File: src/rtl/fb_pkg.sv
// fb_pkg: frame-buffer geometry, SRAM widths, control states and the
// pixel-address helper shared by the arbiter and its request FIFO.
package fb_pkg;
    localparam int H_ACTIVE = 640;
    localparam int V_ACTIVE = 480;
    localparam int AW       = 19;
    localparam int PW       = 18;
    localparam int REQ_W    = 10 + 9 + PW;

    typedef enum logic [1:0] {
        ST_IDLE  = 2'd0,
        ST_DRAIN = 2'd1,
        ST_CLEAR = 2'd2
    } state_t;

    // y*640 + x as two shifts and adds, kept at full 19-bit width
    function automatic logic [AW-1:0] pix_addr(input logic [9:0] x, input logic [8:0] y);
        return {1'b0, y, 9'b0} + {3'b0, y, 7'b0} + {9'b0, x};
    endfunction
endpackage

File: src/rtl/fb_req_fifo.sv
// fb_req_fifo: small write-request FIFO; the caller only pushes when not full
// and only pops when not empty.
module fb_req_fifo #(
    parameter int DEPTH = 4,
    parameter int W     = fb_pkg::REQ_W,
    parameter int PTR_W = (DEPTH > 1) ? $clog2(DEPTH) : 1
) (
    input  logic           clk50,
    input  logic           rst_n,
    input  logic           push,
    input  logic           pop,
    input  logic [W-1:0]   din,
    output logic [W-1:0]   dout,
    output logic [PTR_W:0] count
);
    import fb_pkg::*;

    logic [W-1:0]   mem_q [DEPTH];
    logic [W-1:0]   mem_d [DEPTH];
    logic [PTR_W-1:0] wp_q, wp_d, rp_q, rp_d;
    logic [PTR_W:0]   count_q, count_d;

    // pointers wrap on their own because DEPTH is a power of two
    always_comb begin
        mem_d = mem_q;
        if (push) mem_d[wp_q] = din;
        wp_d    = push ? wp_q + 1'b1 : wp_q;
        rp_d    = pop ? rp_q + 1'b1 : rp_q;
        count_d = (push && !pop) ? count_q + 1'b1 :
                  (pop && !push) ? count_q - 1'b1 : count_q;
    end

    always_ff @(posedge clk50 or negedge rst_n) begin
        if (!rst_n) begin
            mem_q   <= '{default: '0};
            wp_q    <= '0;
            rp_q    <= '0;
            count_q <= '0;
        end else begin
            mem_q   <= mem_d;
            wp_q    <= wp_d;
            rp_q    <= rp_d;
            count_q <= count_d;
        end
    end

    assign dout  = mem_q[rp_q];
    assign count = count_q;
endmodule

File: src/rtl/fb_arbiter.sv
// fb_arbiter: shares one single-port SRAM between the VGA pixel fetch (every
// phase-1 active cycle), buffered pixel writes and a full-frame clear.
module fb_arbiter #(
    parameter int H_ACTIVE   = fb_pkg::H_ACTIVE,
    parameter int V_ACTIVE   = fb_pkg::V_ACTIVE,
    parameter int FIFO_DEPTH = 4
) (
    input  logic        clk50,
    input  logic        rst_n,
    output logic        pix_en,
    input  logic        disp_den,
    input  logic [9:0]  disp_x,
    input  logic [8:0]  disp_y,
    output logic [5:0]  red,
    output logic [5:0]  green,
    output logic [5:0]  blue,
    input  logic        wr_valid,
    output logic        wr_ready,
    input  logic [9:0]  wr_x,
    input  logic [8:0]  wr_y,
    input  logic [17:0] wr_rgb,
    output logic        wr_drop,
    input  logic        clr_req,
    input  logic [17:0] clr_rgb,
    output logic        clr_busy,
    output logic        mem_en,
    output logic        mem_we,
    output logic [18:0] mem_addr,
    output logic [17:0] mem_wdata,
    input  logic [17:0] mem_rdata
);
    localparam int          CW   = ((FIFO_DEPTH > 1) ? $clog2(FIFO_DEPTH) : 1) + 1;
    localparam logic [18:0] LAST = 19'(H_ACTIVE * V_ACTIVE - 1);

    fb_pkg::state_t state_q, state_d;
    logic          phase_q, phase_d, alive_q, alive_d, vld_q, vld_d, blk_q, blk_d;
    logic [17:0]   rgb_q, rgb_d, clr_rgb_q, clr_rgb_d;
    logic [18:0]   clr_cnt_q, clr_cnt_d;
    logic [36:0]   head;
    logic [CW-1:0] count;
    logic          wslot, push, pop, in_range;

    fb_req_fifo #(.DEPTH(FIFO_DEPTH)) u_fifo (
        .clk50 (clk50),
        .rst_n (rst_n),
        .push  (push),
        .pop   (pop),
        .din   ({wr_x, wr_y, wr_rgb}),
        .dout  (head),
        .count (count)
    );

    // alive_q keeps wr_ready low while reset is held and for the release cycle
    assign wslot    = ~phase_q | ~disp_den;
    assign wr_ready = alive_q & (count < CW'(FIFO_DEPTH)) & (state_q == fb_pkg::ST_IDLE);
    assign push     = wr_valid & wr_ready;
    assign pop      = wslot & (state_q != fb_pkg::ST_CLEAR) & (count != '0);
    assign in_range = (head[36:27] < 10'(H_ACTIVE)) & (head[26:18] < 9'(V_ACTIVE));
    assign pix_en   = phase_q;
    assign clr_busy = state_q != fb_pkg::ST_IDLE;
    assign {red, green, blue} = rgb_q;

    always_ff @(posedge clk50 or negedge rst_n) begin
        if (!rst_n) state_q <= fb_pkg::ST_IDLE;
        else        state_q <= state_d;
    end

    always_comb begin
        state_d = state_q;
        case (state_q)
            fb_pkg::ST_IDLE:  if (clr_req) state_d = fb_pkg::ST_DRAIN;
            fb_pkg::ST_DRAIN: if (count == '0) state_d = fb_pkg::ST_CLEAR;
            fb_pkg::ST_CLEAR: if (wslot && clr_cnt_q == LAST) state_d = fb_pkg::ST_IDLE;
            default:          state_d = fb_pkg::ST_IDLE;
        endcase
    end

    always_comb begin
        phase_d   = ~phase_q;
        alive_d   = 1'b1;
        vld_d     = phase_q & disp_den;
        blk_d     = phase_q & ~disp_den;
        rgb_d     = vld_q ? mem_rdata : blk_q ? '0 : rgb_q;
        clr_rgb_d = (state_q == fb_pkg::ST_IDLE && clr_req) ? clr_rgb : clr_rgb_q;
        clr_cnt_d = (state_q == fb_pkg::ST_CLEAR && wslot) ?
                    ((clr_cnt_q == LAST) ? '0 : clr_cnt_q + 1'b1) : clr_cnt_q;
    end

    always_ff @(posedge clk50 or negedge rst_n) begin
        if (!rst_n) begin
            phase_q   <= 1'b0;
            alive_q   <= 1'b0;
            vld_q     <= 1'b0;
            blk_q     <= 1'b0;
            rgb_q     <= '0;
            clr_rgb_q <= '0;
            clr_cnt_q <= '0;
        end else begin
            phase_q   <= phase_d;
            alive_q   <= alive_d;
            vld_q     <= vld_d;
            blk_q     <= blk_d;
            rgb_q     <= rgb_d;
            clr_rgb_q <= clr_rgb_d;
            clr_cnt_q <= clr_cnt_d;
        end
    end

    // out-of-range entries still consume their pop but leave the slot idle
    always_comb begin
        mem_en    = 1'b0;
        mem_we    = 1'b0;
        mem_addr  = '0;
        mem_wdata = '0;
        wr_drop   = 1'b0;
        if (!wslot) begin
            mem_en   = 1'b1;
            mem_addr = fb_pkg::pix_addr(disp_x, disp_y);
        end else if (state_q == fb_pkg::ST_CLEAR) begin
            mem_en    = 1'b1;
            mem_we    = 1'b1;
            mem_addr  = clr_cnt_q;
            mem_wdata = clr_rgb_q;
        end else if (pop) begin
            mem_en    = in_range;
            mem_we    = in_range;
            mem_addr  = in_range ? fb_pkg::pix_addr(head[36:27], head[26:18]) : '0;
            mem_wdata = in_range ? head[17:0] : '0;
            wr_drop   = ~in_range;
        end
    end
endmodule

File: config.mk
export PLATFORM = sky130hd
export DESIGN_NAME = fb_arbiter
export DESIGN_NICKNAME = d
export VERILOG_FILES = /design/src/rtl/fb_pkg.sv /design/src/rtl/fb_req_fifo.sv /design/src/rtl/fb_arbiter.sv
export SDC_FILE = /design/constraint.sdc
export NUM_CORES = 1
export LEC_CHECK = 0
export CAP_MARGIN = 10
export CORE_ASPECT_RATIO = 1.5
export CORE_UTILIZATION = 59
export CTS_CLUSTER_DIAMETER = 80
export DETAILED_ROUTE_END_ITERATION = 6
export HOLD_SLACK_MARGIN = 0.12
export PLACE_DENSITY = 0.88
export SYNTH_ARGS = -nofsm -noshare
export SYNTH_HDL_FRONTEND = slang
export SYNTH_SLANG_ARGS = --single-unit
export TNS_END_PERCENT = 10
File: constraint.sdc
create_clock -name clk50 -period 12.3 [get_ports clk50]
set_clock_uncertainty 0.2 [all_clocks]
set_input_delay 1.23 -clock clk50 [delete_from_list [all_inputs] [get_ports clk50]]
set_output_delay 1.23 -clock clk50 [all_outputs]
set_load 0.02 [all_outputs]
* After elaboration in Yosys (flattened, before gate mapping)
Index checks and enable logic that the tools add are counted.
Word-level totals: bits of input ports 97, register bits 216, logic and storage cells 96
Operators by class: eq/ne operators 7, magnitude comparators 6, bitwise logic cells 14, reduce and logical (&&, ||, !) cells 15, muxes and demuxes 30, add/sub/neg operators 9
Operators by type and width (number):
- $bwmux 148 | 1
- $mux 37 | 3
- $mux 18 | 6
- $mux 19 | 5
- $bmux 37 s2 | 1
- $demux 37 s2 | 1
- $add 18x16->19 | 2
- $add 19x10->19 | 2
- $add 19x1->19 const B | 1
- $eq 19x19->1 const B | 1
- $lt 10x10->1 const B | 1
- $lt 9x9->1 const B | 1
- $and 1x1->1 | 8
- $ne 2x2->1 const B | 4
- $mux 1 | 7
- $ge 3x3->1 const B | 2
- $logic_and 1x1->1 | 6
- $mux 2 | 3
- $mux 3 | 2
- $not 2->3 | 2
- $pmux 2 s3 | 1
- $reduce_bool 2->1 | 3
- $add 2x1->2 const B | 2
- $add 3x1->3 const B | 1
- 12 further kinds | 15

* Logic depth before layout (Yosys ltp)
depth in word-level cells 10, mapped depth 13, gate-level depth less buffers 11

* Hierarchy
A second synthesis with hierarchy kept.
Unflattened totals: cells, all modules 777, area total of the unflattened synthesis 10787.8 um2
By module, submodules not included:
- fb_req_fifo | area an instance 6780.3 um2, cells an instance 386, times used 1
- fb_arbiter | area an instance 4007.6 um2, cells an instance 391, times used 1

* Worst setup path before layout
OpenSTA, ideal clock, no wires.
kind reg2out, start register u_fifo.rp_q[0], end output port mem_addr[16], required time 10.870 ns, data arrival time 3.474 ns, buffers on the path 2, cell stages (with the launch flop) 13, slack 7.396 ns, cell sequence dfrtp_1 buf_6 buf_2 mux4_2 inv_1 fa_1 fa_1 nor2b_1 o31a_1 o21a_1 a31o_2 xnor2_1 o21ai_0
On the way: word-level cells in the longest chain between the ends 10, elaborated cells on any way between the ends 13, those cells by class add/sub: 2; order compare: 2; mux: 7; bitwise: 2
Ends and longest elaborated chain:
- from (decl) | RTL line fb_req_fifo.sv:20 | logic [PTR_W-1:0] wp_q, wp_d, rp_q, rp_d;
- from (signal assigned) | RTL line fb_req_fifo.sv:42 | rp_q <= rp_d;
- $not 2->3 (implied by the code) (*) | RTL line fb_req_fifo.sv:47 | assign dout = mem_q[rp_q];
- $bmux 37 s2 (*) | RTL line fb_req_fifo.sv:47
- $mux 37 (implied by the code) (*) (2 in series) | RTL line fb_req_fifo.sv:47
- $add 18x16->19, or another cell as far along | RTL line fb_pkg.sv:18 | return {1'b0, y, 9'b0} + {3'b0, y, 7'b0} + {9'b0, x};
- $add 19x10->19 / $and 1x1->1 (equally long branches) | RTL line fb_pkg.sv:18, fb_arbiter.sv:58
- $mux 19 (*) | RTL line fb_arbiter.sv:127 | mem_addr = in_range ? fb_pkg::pix_addr(head[36:27], head[26:18]) : '0;
- $mux 19 (*) | RTL line fb_arbiter.sv:124 | end else if (pop) begin
- $mux 19 (*) | RTL line fb_arbiter.sv:119 | end else if (state_q == fb_pkg::ST_CLEAR) begin
- $mux 19 (*) | RTL line fb_arbiter.sv:116 | if (!wslot) begin
- to (decl) | RTL line fb_arbiter.sv:28 | output logic [18:0] mem_addr,
Every way passes the cells marked *; elsewhere a longest branch is shown, timed or not. The select of a mux whose other input is x is not followed.

* Worst setup path after layout
start register u_fifo.rp_q[0], end output port mem_addr[18]
Same word-level chain as after synthesis.

==> tab_implementation.tex <==
\begin{tabular}{lr}
\hline
Metric & Value \\
\hline
\multicolumn{2}{l}{\textbf{Synthesis}} \\
Average size of a mapped cell & 14.0 um\^{}2 \\
Count of yosys warnings during synthesis & 0 \\
Syn nets & 914 \\
Count of distinct cell types in the synthesized netlist & 62 \\
Share of the yosys chip area belonging to registers & 0.500 \\
Share of the synthesized area in the top cell type & 0.500 \\
Post-synthesis register bit count & 216 \\
Share of flip-flops with an asynchronous set or reset after synthesis & 1.00 \\
Post-synth design cell area & 0.0108 mm\^{}2 \\
Most common cell in the synthesized netlist & sky130\_fd\_sc\_hd\_\_dfrtp\_1 \\
Leading cell types by count after synthesis & sky130\_fd\_sc\_hd\_\_dfrtp\_1 (216), sky130\_fd\_sc\_hd\_\_mux2\_2 (161), sky130\_fd\_sc\_hd\_\_ha\_1 (40), sky130\_fd\_sc\_hd\_\_a22o\_1 (36), sky130\_fd\_sc\_hd\_\_mux4\_2 (35) \\
Largest area contributor in the netlist & sky130\_fd\_sc\_hd\_\_dfrtp\_1 \\
Synthesized instance count & 772 \\
Cell types occupying the most area after synthesis & sky130\_fd\_sc\_hd\_\_dfrtp\_1 (50\%), sky130\_fd\_sc\_hd\_\_mux2\_2 (17\%), sky130\_fd\_sc\_hd\_\_mux4\_2 (7.3\%) \\
Leading register cell type out of synthesis & sky130\_fd\_sc\_hd\_\_dfrtp\_1 \\
EDFF count, synth & 0 \\
\multicolumn{2}{l}{\textbf{Route}} \\
Drt drc & 0 \\
Post-DR vias/cell & 6.09 \\
Detailed Route Iter0 Violations & 464 \\
Routed wire length & 23700 um \\
Length of the first detailed-routing pass in iterations & 4 \\
Routed length per placed instance & 20.5 um \\
Post-route antenna net violation count & 0 \\
Via count of the routed design & 7027 \\
\multicolumn{2}{l}{\textbf{Setup path}} \\
Beginning of the critical path & u\_fifo.rp\_q[0]\$\_DFFE\_PN0P\_ \\
Worst reg-to-reg setup slack & 9.34 ns \\
Largest fanout of any net on the critical path & 26 \\
Kind of critical path & reg -> out \\
R2R cell count & 8 \\
Terminus of the critical flop-to-flop path & u\_fifo.count[1]\$\_DFFE\_PN0P\_ \\
Endpoint kind of the worst setup timing path & output port \\
Data arrival time of the worst path & 5.04 ns \\
Critical path data required time & 10.87 ns \\
Crit start category & register \\
R2R Path Start & pix\_en\$\_DFF\_PN0\_ \\
\multicolumn{2}{l}{\textbf{Clocking}} \\
Number of sinks driven by the clock tree & 216 \\
Worst-skew pair later-pin latency & 0.50 ns \\
Clock slew at the register clock pins of the worst setup and hold paths & 0.06 ns \\
Number of hold buffers added after cts & 0 \\
CTS tree & done \\
Post CTS Setup Buffer Count & 0 \\
CTS H-tree depth & 1 \\
Clock Root Buffer & sky130\_fd\_sc\_hd\_\_clkbuf\_16 \\
Quantity of gates resized following cts & 0 \\
Number of buffers on the longest clock path & 3 \\
Number of buffers created by CTS & 22 \\
\multicolumn{2}{l}{\textbf{Hold path}} \\
Hold EP & pix\_en\$\_DFF\_PN0\_ \\
Hold path startpoint & pix\_en\$\_DFF\_PN0\_ \\
Cells on Worst Hold Path & 1 \\
Class of the tightest hold or removal check & reg -> reg \\
\multicolumn{2}{l}{\textbf{Power and ir drop}} \\
Leakage & 6.14 nW \\
Power density over the cells & 226 mW/mm\^{}2 \\
Worst IR Drop VDD & 0.143 mV \\
\multicolumn{2}{l}{\textbf{Floorplanning}} \\
Core region area & 0.0179 mm\^{}2 \\
Horizontal extent of the die & 112 um \\
Vertical die dimension & 168 um \\
Number of I/O pins & 158 \\
Total die area & 0.0189 mm\^{}2 \\
Number of standard-cell rows in the floorplan & 60 \\
Starting utilization of the core area & 0.602 \\
\multicolumn{2}{l}{\textbf{Timing}} \\
Max-slew violations & 0 \\
Number of setup violations in the final report & 0 \\
Setup\_tns & 0 ns \\
Maximum frequency from static timing analysis & 155 MHz \\
Final WS setup & 5.83 ns \\
Max-slew headroom at the worst pin & 0.218 \\
Setup repair after global routing missed its margin & no \\
Hold Fails Final Rpt & 0 \\
Final clock period utilization by the worst path & 0.526 \\
Pin slew with the least headroom to its limit & 1.17 ns \\
Post-layout minimum cycle time & 6.47 ns \\
\multicolumn{2}{l}{\textbf{Cells and area}} \\
Post-layout net count & 1063 \\
Fin cells & 1154 \\
Layout cell share with drive strength beyond 1 & 0.270 \\
Synthesis-to-finish area growth & 21.7\% \\
Post-layout instance area & 0.0131 mm\^{}2 \\
\multicolumn{2}{l}{\textbf{Global route}} \\
Global-route congestion overflow total & 0 \\
Busiest layer in global routing & met2 \\
Total global routing track utilization & 0.260 \\
First-pass GRT wire length & 38600 um \\
Vias in the first global route & 7614 \\
M2 GR Usage & 0.473 \\
Global Route met3 Usage & 0.0452 \\
Number of antenna violations at the first check in global routing & 1 \\
Met1 GRT Util & 0.307 \\
Largest net degree at the start of global routing & 79 \\
\multicolumn{2}{l}{\textbf{Placed design}} \\
Buffers added on ports & 157 \\
Worst-case setup slack after placement & 6.30 ns \\
HPWL after DPL & 15700 um \\
Final weighted congestion of routability-driven global placement & 0.854 \\
Post-placement cell area & 0.0124 mm\^{}2 \\
Placed cells & 1114 \\
\multicolumn{2}{l}{\textbf{Run status}} \\
Outcome & completed \\
\multicolumn{2}{l}{\textbf{Job}} \\
Number of max-cap violations & 0 \\
\hline
\end{tabular}
[layout make-up]
| class | count | area, um^2 |
|---|---|---|
| flip-flops and latches | 216 | 5410 |
| multi-input cells | 492 | 5020 |
| fillers | 1143 | 4790 |
| repair buffers | 161 | 1610 |
| clock buffers | 34 | 657 |
| well taps | 217 | 272 |
| inverters | 28 | 105 |
| clock inverters | 5 | 75.1 |
| diodes | 1 | 2.50 |
[registers in the layout, indices dropped and copies added, names as in the netlist]
signal,count
vld_q,1
clr_cnt_q,19
rgb_q,18
state_q,2
pix_en,1
u_fifo.mem_q,148
u_fifo.wp_q,2
alive_q,1
u_fifo.count,3
u_fifo.rp_q,2
blk_q,1
clr_rgb_q,18
[routing by layer]
metal / up-vias / wire (um)
met4: 0 / 580
met2: 187 / 12600
met1: 3616 / 9370
li1: 3181 / -
met3: 43 / 1130
met5: - / 0
[how the worst max path moves through the flow]
| stage | endpoint | slack [ns] | cells past startpoint |
|---|---|---|---|
| final | mem_addr[18] | 5.83 | 13 |
| after global routing | mem_addr[17] | 5.48 | 13 |
| after CTS | mem_addr[18] | 5.77 | 13 |
| after detailed placement | mem_addr[18] | 6.30 | 13 |
| after global placement | mem_addr[18] | 6.38 | 13 |
| after floorplan | mem_addr[16] | 7.40 | 12 |
[metrics by stage]
step | power, mW | utilization | hold WS, ns
2_1_floorplan | 1.92 | - | 0.259
3_3_place_gp | 2.23 | 0.692 | 0.248
3_5_place_dp | 2.29 | 0.692 | 0.255
4_1_cts | 2.99 | 0.733 | 0.263
5_1_grt | 3.13 | 0.733 | 0.299
6_report | 2.97 | 0.733 | 0.262
[placed cells by master (no fill, tap or decap), types with 3 or more instances in the layout]
master	Yosys	final
sky130_fd_sc_hd__a22oi_1	4	4
sky130_fd_sc_hd__nand2_8	4	4
sky130_fd_sc_hd__ha_1	40	40
sky130_fd_sc_hd__and3_1	3	3
sky130_fd_sc_hd__nor2_1	20	19
sky130_fd_sc_hd__xnor2_1	17	17
sky130_fd_sc_hd__clkdlybuf4s50_1	0	156
sky130_fd_sc_hd__buf_4	1	4
sky130_fd_sc_hd__xor2_1	16	16
sky130_fd_sc_hd__mux2_2	161	161
sky130_fd_sc_hd__a21oi_1	15	15
sky130_fd_sc_hd__a211oi_1	3	3
sky130_fd_sc_hd__nor3_1	7	7
sky130_fd_sc_hd__clkbuf_16	0	23
sky130_fd_sc_hd__clkinv_2	0	3
sky130_fd_sc_hd__inv_1	28	28
sky130_fd_sc_hd__a21o_1	7	7
sky130_fd_sc_hd__a22o_1	36	36
sky130_fd_sc_hd__clkbuf_8	0	5
sky130_fd_sc_hd__nand4_1	8	8
sky130_fd_sc_hd__dfrtp_1	216	214
sky130_fd_sc_hd__nand2_1	28	28
sky130_fd_sc_hd__fa_1	5	5
sky130_fd_sc_hd__clkbuf_1	12	7
sky130_fd_sc_hd__a222oi_1	8	8
sky130_fd_sc_hd__mux2_4	4	4
sky130_fd_sc_hd__nand3_1	14	14
sky130_fd_sc_hd__o21ai_0	17	17
sky130_fd_sc_hd__mux4_2	35	35
[logic make-up after synthesis]
family                     Yosys count  share of synthesized area
DFF                                216                      0.500
buffers and inverters               64                     0.0352
AOI/OAI and AO/OA                  106                     0.0736
muxes                              205                      0.254
adders and majority gates           45                     0.0556
xor gates and xnor gates            33                     0.0267
other                                1                   0.000347
and+or+nand+nor                    102                     0.0541
[worst max-delay path, stage by stage (launching register included)]
cell                              delay, ns
sky130_fd_sc_hd__dfrtp_2               0.67
sky130_fd_sc_hd__buf_4                 0.55
sky130_fd_sc_hd__mux4_1                0.65
sky130_fd_sc_hd__ha_1                  0.29
sky130_fd_sc_hd__ha_1                  0.21
sky130_fd_sc_hd__inv_1                 0.07
sky130_fd_sc_hd__fa_1                  0.21
sky130_fd_sc_hd__nor2b_1               0.08
sky130_fd_sc_hd__o31a_1                0.25
sky130_fd_sc_hd__o21a_1                0.19
sky130_fd_sc_hd__a31o_2                0.27
sky130_fd_sc_hd__a21o_1                0.18
sky130_fd_sc_hd__a311o_1               0.34
sky130_fd_sc_hd__clkdlybuf4s50_1       0.56
[report_power, final]
part | leakage, nW | switching (mW) | total (mW) | internal, mW
logic | 2.94 | 0.503 | 1.13 | 0.632
clock network | 0.360 | 0.268 | 0.676 | 0.408
registers | 2.84 | 0.186 | 1.16 | 0.971
total | 6.14 | 0.956 | 2.97 | 2.01
Power figures use the tool's default switching activity.
